==> config.mk <==
export PLATFORM = sky130hd
export DESIGN_NAME = alu_issue
export DESIGN_NICKNAME = d
export VERILOG_FILES = /design/src/rtl/alu_pkg.sv /design/src/rtl/alu_regfile.sv /design/src/rtl/alu_issue.sv
export SDC_FILE = /design/constraint.sdc
export NUM_CORES = 1
export LEC_CHECK = 0
export CAP_MARGIN = 20
export CORE_AREA = 4 4 142 144
export CTS_BUF_LIST = sky130_fd_sc_hd__clkbuf_16
export CTS_CLUSTER_DIAMETER = 40
export DETAILED_ROUTE_END_ITERATION = 7
export DIE_AREA = 0 0 146 148
export PLACE_DENSITY = 0.77
export SETUP_SLACK_MARGIN = 0.5
export SLEW_MARGIN = 5
export SYNTH_ARGS = -nofsm -noshare
export SYNTH_HDL_FRONTEND = slang
export SYNTH_SLANG_ARGS = --single-unit
==> constraint.sdc <==
create_clock -name clk -period 2.5 [get_ports clk]
set_input_delay 0.5 -clock clk [delete_from_list [all_inputs] [get_ports clk]]
set_output_delay 0.5 -clock clk [all_outputs]
set_load 0.02 [all_outputs]
==> src/rtl/alu_pkg.sv <==
// Shared types for the ALU issue stage: opcode names, instruction field
// positions, issue FSM states and the decoded-instruction struct.
package alu_pkg;

  typedef enum logic [2:0] {
    ALU_ADD = 3'b000,
    ALU_SUB = 3'b001
  } aluop_e;

  localparam int INSTR_W    = 16;
  localparam int REG_IDX_W  = 3;
  localparam int IMM_W      = 6;
  localparam int F_OPC_LSB  = 13;
  localparam int F_OP2SEL   = 12;
  localparam int F_RD_LSB   = 9;
  localparam int F_RS1_LSB  = 6;
  localparam int F_RS2_LSB  = 3;
  localparam int F_IMM_LSB  = 0;

  typedef enum logic [1:0] {
    IDLE,
    READ,
    EXEC
  } issue_state_e;

  typedef struct packed {
    logic [2:0]           aluopc;
    logic                 op2sel;
    logic [REG_IDX_W-1:0] rd;
    logic [REG_IDX_W-1:0] rs1;
    logic [REG_IDX_W-1:0] rs2;
    logic [IMM_W-1:0]     imm6;
  } instr_t;

  // imm6 overlaps the rs2 field; op2sel decides which one is meaningful.
  function automatic instr_t decode(input logic [INSTR_W-1:0] iw);
    instr_t d;
    d.aluopc = iw[F_OPC_LSB +: 3];
    d.op2sel = iw[F_OP2SEL];
    d.rd     = iw[F_RD_LSB  +: REG_IDX_W];
    d.rs1    = iw[F_RS1_LSB +: REG_IDX_W];
    d.rs2    = iw[F_RS2_LSB +: REG_IDX_W];
    d.imm6   = iw[F_IMM_LSB +: IMM_W];
    return d;
  endfunction

endpackage

==> src/rtl/alu_regfile.sv <==
// NUM_REGS x REG_WIDTH register file: two operand read ports, one debug read
// port, one synchronous write port; r0 is hardwired to zero.
module alu_regfile
  import alu_pkg::*;
#(
  parameter int REG_WIDTH = 16,
  parameter int NUM_REGS  = 8
) (
  input  logic                 clk,
  input  logic                 rst,
  input  logic [REG_IDX_W-1:0] rd_addr_a,
  output logic [REG_WIDTH-1:0] rd_data_a,
  input  logic [REG_IDX_W-1:0] rd_addr_b,
  output logic [REG_WIDTH-1:0] rd_data_b,
  input  logic [REG_IDX_W-1:0] dbg_addr,
  output logic [REG_WIDTH-1:0] dbg_data,
  input  logic                 wr_en,
  input  logic [REG_IDX_W-1:0] wr_addr,
  input  logic [REG_WIDTH-1:0] wr_data
);

  localparam int AW = $clog2(NUM_REGS);

  logic [REG_WIDTH-1:0] regs [NUM_REGS];

  // NOTE: the array is reset explicitly, which forces flops rather than a RAM
  // macro; acceptable at 8 entries and required so software sees all zeros.
  always_ff @(posedge clk) begin
    if (rst) begin
      for (int i = 0; i < NUM_REGS; i++) regs[i] <= '0;
    end else if (wr_en && (wr_addr != '0)) begin
      regs[wr_addr[AW-1:0]] <= wr_data;
    end
  end

  assign rd_data_a = (rd_addr_a == '0) ? '0 : regs[rd_addr_a[AW-1:0]];
  assign rd_data_b = (rd_addr_b == '0) ? '0 : regs[rd_addr_b[AW-1:0]];
  assign dbg_data  = (dbg_addr  == '0) ? '0 : regs[dbg_addr[AW-1:0]];

endmodule

==> src/rtl/alu_issue.sv <==
// Decode/issue stage feeding a combinational ALU and writing its result back.
// Define ALU_ISSUE_FASTPATH_EN to drop the READ state (2-cycle issue).
module alu_issue
  import alu_pkg::*;
#(
  parameter int REG_WIDTH = 16,
  parameter int NUM_REGS  = 8
) (
  input  logic                 clk,
  input  logic                 rst,
  input  logic                 instr_valid,
  output logic                 instr_ready,
  input  logic [15:0]          instr,
  output logic [REG_WIDTH-1:0] alu_ra,
  output logic [REG_WIDTH-1:0] alu_rb,
  output logic [2:0]           alu_aluopc,
  output logic                 alu_op2sel,
  output logic                 alu_flagcin,
  input  logic [REG_WIDTH-1:0] alu_out,
  input  logic                 alu_flagc,
  input  logic                 alu_flagv,
  output logic                 wb_valid,
  output logic [2:0]           wb_rd,
  output logic [REG_WIDTH-1:0] wb_data,
  output logic                 flag_c,
  output logic                 flag_v,
  input  logic [2:0]           dbg_addr,
  output logic [REG_WIDTH-1:0] dbg_data
);

  issue_state_e         state, state_next;
  instr_t               dec;
  logic                 accept;
  logic                 load_ops;
  logic                 wr_en;
  logic [REG_IDX_W-1:0] wr_rd;
  logic [REG_WIDTH-1:0] rs1_data, rs2_data, opb;

  assign instr_ready = (state == IDLE);
  assign accept      = instr_valid && instr_ready;
  assign alu_flagcin = flag_c;
  assign wr_en       = (state == EXEC);

`ifdef ALU_ISSUE_FASTPATH_EN
  localparam issue_state_e AFTER_IDLE = EXEC;
  logic [REG_IDX_W-1:0] rd_q;

  // Operands come straight from the live instruction at the handshake edge.
  assign dec      = decode(instr);
  assign load_ops = accept;
  assign wr_rd    = rd_q;

  always_ff @(posedge clk) begin
    if (rst)         rd_q <= '0;
    else if (accept) rd_q <= dec.rd;
  end
`else
  localparam issue_state_e AFTER_IDLE = READ;
  instr_t instr_q;

  assign dec      = instr_q;
  assign load_ops = (state == READ);
  assign wr_rd    = instr_q.rd;

  always_ff @(posedge clk) begin
    if (rst)         instr_q <= '0;
    else if (accept) instr_q <= decode(instr);
  end
`endif

  // NOTE: state_next gets a default before the case so no path leaves it
  // unassigned, which would otherwise infer a latch.
  always_comb begin
    state_next = state;
    unique case (state)
      IDLE:    if (accept) state_next = AFTER_IDLE;
      READ:    state_next = EXEC;
      EXEC:    state_next = IDLE;
      default: state_next = IDLE;
    endcase
  end

  // NOTE: sequential state uses non-blocking assignment so every flop samples
  // pre-edge values regardless of process evaluation order.
  always_ff @(posedge clk) begin
    if (rst) state <= IDLE;
    else     state <= state_next;
  end

  assign opb = dec.op2sel ? REG_WIDTH'(dec.imm6) : rs2_data;

  always_ff @(posedge clk) begin
    if (rst) begin
      alu_ra     <= '0;
      alu_rb     <= '0;
      alu_aluopc <= '0;
      alu_op2sel <= 1'b0;
    end else if (load_ops) begin
      alu_ra     <= rs1_data;
      alu_rb     <= opb;
      alu_aluopc <= dec.aluopc;
      alu_op2sel <= dec.op2sel;
    end
  end

  // Writeback and flag update share the EXEC edge; r0 filtering lives in the
  // register file so the pulse still reports wb_rd=0.
  always_ff @(posedge clk) begin
    if (rst) begin
      wb_valid <= 1'b0;
      wb_rd    <= '0;
      wb_data  <= '0;
      flag_c   <= 1'b0;
      flag_v   <= 1'b0;
    end else begin
      wb_valid <= wr_en;
      if (wr_en) begin
        wb_rd   <= wr_rd;
        wb_data <= alu_out;
        flag_c  <= alu_flagc;
        flag_v  <= alu_flagv;
      end
    end
  end

  alu_regfile #(
    .REG_WIDTH (REG_WIDTH),
    .NUM_REGS  (NUM_REGS)
  ) u_regfile (
    .clk       (clk),
    .rst       (rst),
    .rd_addr_a (dec.rs1),
    .rd_data_a (rs1_data),
    .rd_addr_b (dec.rs2),
    .rd_data_b (rs2_data),
    .dbg_addr  (dbg_addr),
    .dbg_data  (dbg_data),
    .wr_en     (wr_en),
    .wr_addr   (wr_rd),
    .wr_data   (alu_out)
  );

endmodule

=== Word level (Yosys, flattened, before mapping) ===
Memories as Yosys holds them, arrays and structs flattened. A register that Yosys moved wholly into a read port is not among the register bits.
Cells that the tools add are included.

* Mux-type cells: 18
* Equal/unequal tests: 3
* Reduce and logical (&&, ||, !) cells: 8

{| class="wikitable"
|+ Operators by type and width
! operator !! number
|-
| $mux W16 || 5
|-
| $reduce_or A16 Y1 || 1
|-
| $mux W3 || 5
|-
| $logic_not A3 Y1 || 3
|-
| $mux W1 || 6
|-
| $pmux W2 S2 || 1
|-
| $reduce_bool A3 Y1 || 1
|-
| $eq A2 B1 Y1 const B || 1
|-
| $eq A2 B2 Y1 const B || 1
|-
| $logic_and A1 B1 Y1 || 2
|-
| $logic_not A2 Y1 || 1
|-
| $mux W2 || 1
|-
| $ne A2 B1 Y1 const B || 1
|}

* Memories: 1
* Output and inout bits: 76
* Input port bits: 40
* Word-level logic and storage cells: 46
* Bits in writable memories: 128
* Flip-flop bits (word level): 79

{| class="wikitable"
|+ Memories
! memory !! depth !! bits a word !! read ports !! clocked after memory_dff !! wr ports !! RTL line !! RTL
|-
| u_regfile.regs || 8 || 16 || 3 || 2 || 8 || alu_regfile.sv:24 || <nowiki>logic [REG_WIDTH-1:0] regs [NUM_REGS];</nowiki>
|}

=== Logic depth before layout (Yosys ltp) ===
* Depth after elaboration: 7
* Mapped depth: 6
* Mapped depth without buffers: 3

=== Hierarchy ===
Synthesis repeated with hierarchy kept, for this count alone.

* Cell total of the unflattened synthesis: 883
* Area, all modules: 9,920.8 um^2

{| class="wikitable"
|+ Modules (own cells, without submodules)
! module !! times used !! cells an instance !! area each (um^2) !! sequential area each (um^2)
|-
| alu_regfile || 1 || 570 || 7,135.6 || 3,363.2
|-
| alu_issue || 1 || 313 || 2,785.2 || 1,521.5
|}

=== Worst setup path before layout ===
OpenSTA, ideal clock, no wires.

* Path kind: input -> output
* Start point: in dbg_addr[0]
* End point: out dbg_data[15]
* Slack: 220 ps
* Path buffers: 3
* Required time: 2,000 ps
* Stages: 5
* Arrival: 1,780 ps
* Path through: buf_2 -> buf_2 -> clkbuf_1 -> a22oi_1 -> o21ai_0

* Word-level cells in the longest chain between the ends: 2
* Elaborated cells on any way between the ends: 3
* Those cells by class: mux: 1; reduce/logical: 1; memory: 1

{| class="wikitable"
|+ Ends and longest elaborated chain
! item !! RTL line !! RTL
|-
| start, declared || alu_issue.sv:27 || <nowiki>input logic [2:0] dbg_addr,</nowiki>
|-
| $mem_v2 Z8 W16 / $logic_not A3 Y1 (equally long branches) || -- ||
|-
| $mux W16 (*) || alu_regfile.sv:38 || <nowiki>assign dbg_data = (dbg_addr == '0) ? '0 : regs[dbg_addr[AW-1:0]];</nowiki>
|-
| end, declared || alu_issue.sv:28 || <nowiki>output logic [REG_WIDTH-1:0] dbg_data</nowiki>
|}

Every way passes the cells marked *; elsewhere a longest branch is shown, timed or not.

==> results_dict.tcl <==
set metrics [dict create \
    finalSetupTns_ps 0 \
    worstSetupPathType "flip-flop to output pin" \
    syn-cell-area_sq_um 10200 \
    coreArea_sq_um 18700 \
    cts_root_buf "clkbuf_16" \
    yosys.cell_types.count 38 \
    layout_common_cells "128 x edfxtp_1, 112 x and2_1, 87 x buf_4" \
    cts_tree "done" \
    tightest_slew_ps 704 \
    ys_seq_area_share_pct 53.7 \
    worstPathArrival_ps 1820 \
    place.gp.congestion 0.894 \
    syn_to_final_growth_pct 34.0 \
    outcome "finished, final reports clean" \
    grt_overflow 0 \
    die_y_um 148 \
    swShare_pct 24.9 \
    r2r_cells 3 \
    whs_path_depth 2 \
    required_ps 2000 \
    path_max_fanout 3 \
    rrSetupSlack_ps 580 \
    dpl-instance-area_sq_um 11900 \
    post_drt_wl_per_cell_um 25.1 \
    grt_use_total_pct 27.4 \
    synth_area_leaders "edfxtp_1 38%, mux4_2 18%, dfxtp_1 16%, and2_1 6.9%, mux2i_1 4.8%" \
    synthCells 745 \
    p_seq_share_pct 41.4 \
    cts-buffers-inserted 30 \
    h-tree-depth 1 \
    power_switching_uw 2370 \
    via_count 7529 \
    ios 116 \
    worstReg2RegStart "wr_rd[1]" \
    finalInstanceArea_sq_um 13700 \
    setup_violations 0 \
    synth_top_area_share_pct 37.7 \
    power.density_nw_per_um2 694 \
    final_max_slew_viol_count 0 \
    async_reset_ff_share_pct 0 \
    path_clk_slew_ps 60 \
    ir_drop_v 0.000594 \
    finalCritPeriodShare_pct 92.8 \
    place_hpwl_um 18500 \
    syn_avg_cell_area_sq_um 13.7 \
    power_frac_comb_pct 12.6 \
    drt_iter0_markers 771 \
    worstSetupStartpoint "u_regfile.regs[7][14]" \
    finalHoldViolations 0 \
    routed_wl_um 30200 \
    p_leak_uw 0.00569 \
    yosys_warnings 0 \
    ys.flop_type "edfxtp_1" \
    die_w_um 146 \
    first_global_vias 7861 \
    worstHoldStart "rst" \
    cp-start-kind "flip-flop" \
    clk_latency_ps 540 \
    fmax_mhz 431 \
    diodes 0 \
    r2r-end "u_regfile.regs[5][7]" \
    grt_pass1_wl_um 45700 \
    rsz0062_at_grt "true" \
    maxCapViolations 0 \
    clk_path_buf_depth 3 \
    worst_setup_path_end_kind "output pin" \
    whs_endpoint "wr_rd[1]" \
    p_int_uw 7130 \
    drive_above_1_share_pct 34.3 \
    io_buffers 115 \
    hp-class "primary input to flip-flop" \
    layout_commonest_cell "edfxtp_1" \
    relSlewSlack_pct 53.1 \
    period_minus_slack_ps 2320 \
    synth-seq-cells 210 \
    dr.pass1.iters 5 \
    vias_per_cell 6.26 \
    grt_start_max_net_pins 50 \
    fin_nets 984 \
    yosysTopAreaCell "edfxtp_1" \
    clock_power_share_pct 46.0 \
    synth_edf_count 128 \
    drc 0 \
    skew_ps 15.0 \
    placement_rows 50 \
    numClockSinks 210 \
    antenna_found_initial 0 \
    initial_core_util_pct 54.6 \
    dieArea_sq_um 21600 \
    ant_nets 0 \
]
## state kept, by name, indices dropped and copies added, names as in the netlist, named ones only
signal	cells
alu_aluopc	3
alu_flagcin	1
alu_op2sel	1
alu_ra	16
alu_rb	16
dec	13
flag_v	1
state	2
u_regfile.regs	128
wb_data	16
wb_rd	3
wb_valid	1
wr_rd	3
## stage by stage
stage	util, %	setup WS, ps	cells	total power, uW	hold WS [ps]
global route	73.1	143	1202	9770	241
detailed placement	63.5	-614	1086	5060	448
floorplan	-	467	760	4620	431
global placement	63.5	-541	1086	5020	443
finish	73.1	181	1202	9500	240
CTS	71.7	188	1185	9460	228
## worst max-delay path, cell delays in order, from the launching register on
cell and delay, ps:
edfxtp_1 420, mux4_2 500, a21o_1 210, buf_6 140
## power groups by stage
| stage | Combinational [uW] | Sequential [uW] | Clock, uW |
|---|---|---|---|
| after floorplan | 646 | 3970 | 0 |
| after global placement | 1040 | 3980 | 0 |
| after detailed placement | 1060 | 4000 | 0 |
| after CTS | 1150 | 3920 | 4390 |
| after global routing | 1260 | 3950 | 4570 |
| final | 1200 | 3930 | 4370 |
## area by class of cell
| cell class | count | area (sq um) |
|---|---|---|
| repair buffers | 213 | 2090 |
| well taps | 234 | 293 |
| flip-flops and latches | 210 | 5500 |
| inverters | 14 | 52.6 |
| fillers | 1155 | 5020 |
| multi-input cells | 475 | 4680 |
| clock buffers | 35 | 876 |
| clock inverters | 21 | 188 |
## what timing repair did
action	CTS	global route
setup endpoints to repair	106	50
gates resized for setup	161	43
pin swaps	16	1
cloned	2	0
buffers inserted	41	16
hold buffers	0	0
endpoints found under the hold margin	0	0
## cells in the mapped netlist, types with 7 or more instances
| library cell | count |
|---|---|
| a21oi_1 | 46 |
| a221oi_1 | 14 |
| and2_1 | 112 |
| buf_2 | 29 |
| clkbuf_1 | 21 |
| dfxtp_1 | 82 |
| edfxtp_1 | 128 |
| inv_1 | 14 |
| mux2_2 | 15 |
| mux2i_1 | 49 |
| mux4_2 | 80 |
| nand2_1 | 52 |
| nor2_1 | 20 |
| o2bb2ai_1 | 25 |
| or2_2 | 7 |
## how the worst max path moves through the flow
stage / to / slack (ps) / cells after the start
2_1_floorplan: dbg_data[12] / 470 / 5
3_3_place_gp: dbg_data[6] / -540 / 7
3_5_place_dp: dbg_data[1] / -610 / 6
4_1_cts: dbg_data[11] / 190 / 4
5_1_grt: dbg_data[1] / 140 / 4
6_report: dbg_data[14] / 180 / 3
## cell families after synthesis
| kind of cell | Yosys count | share of synthesized area (%) |
|---|---|---|
| and+or+nand+nor | 218 | 12.3 |
| buffers and inverters | 75 | 3.44 |
| other | 1 | 0.0367 |
| AOI/OAI and AO/OA | 97 | 6.41 |
| DFF | 210 | 53.7 |
| muxes | 144 | 24.1 |
## routing by layer
metal	share of wire, %	vias to the layer above	GRT usage, %
li1	-	3209	-
met1	38	3756	35.0
met2	49	499	45.0
met3	11	65	7.51
met4	2.6	0	10.4
met5	0	-	0
(Power assumes the default switching activity.)
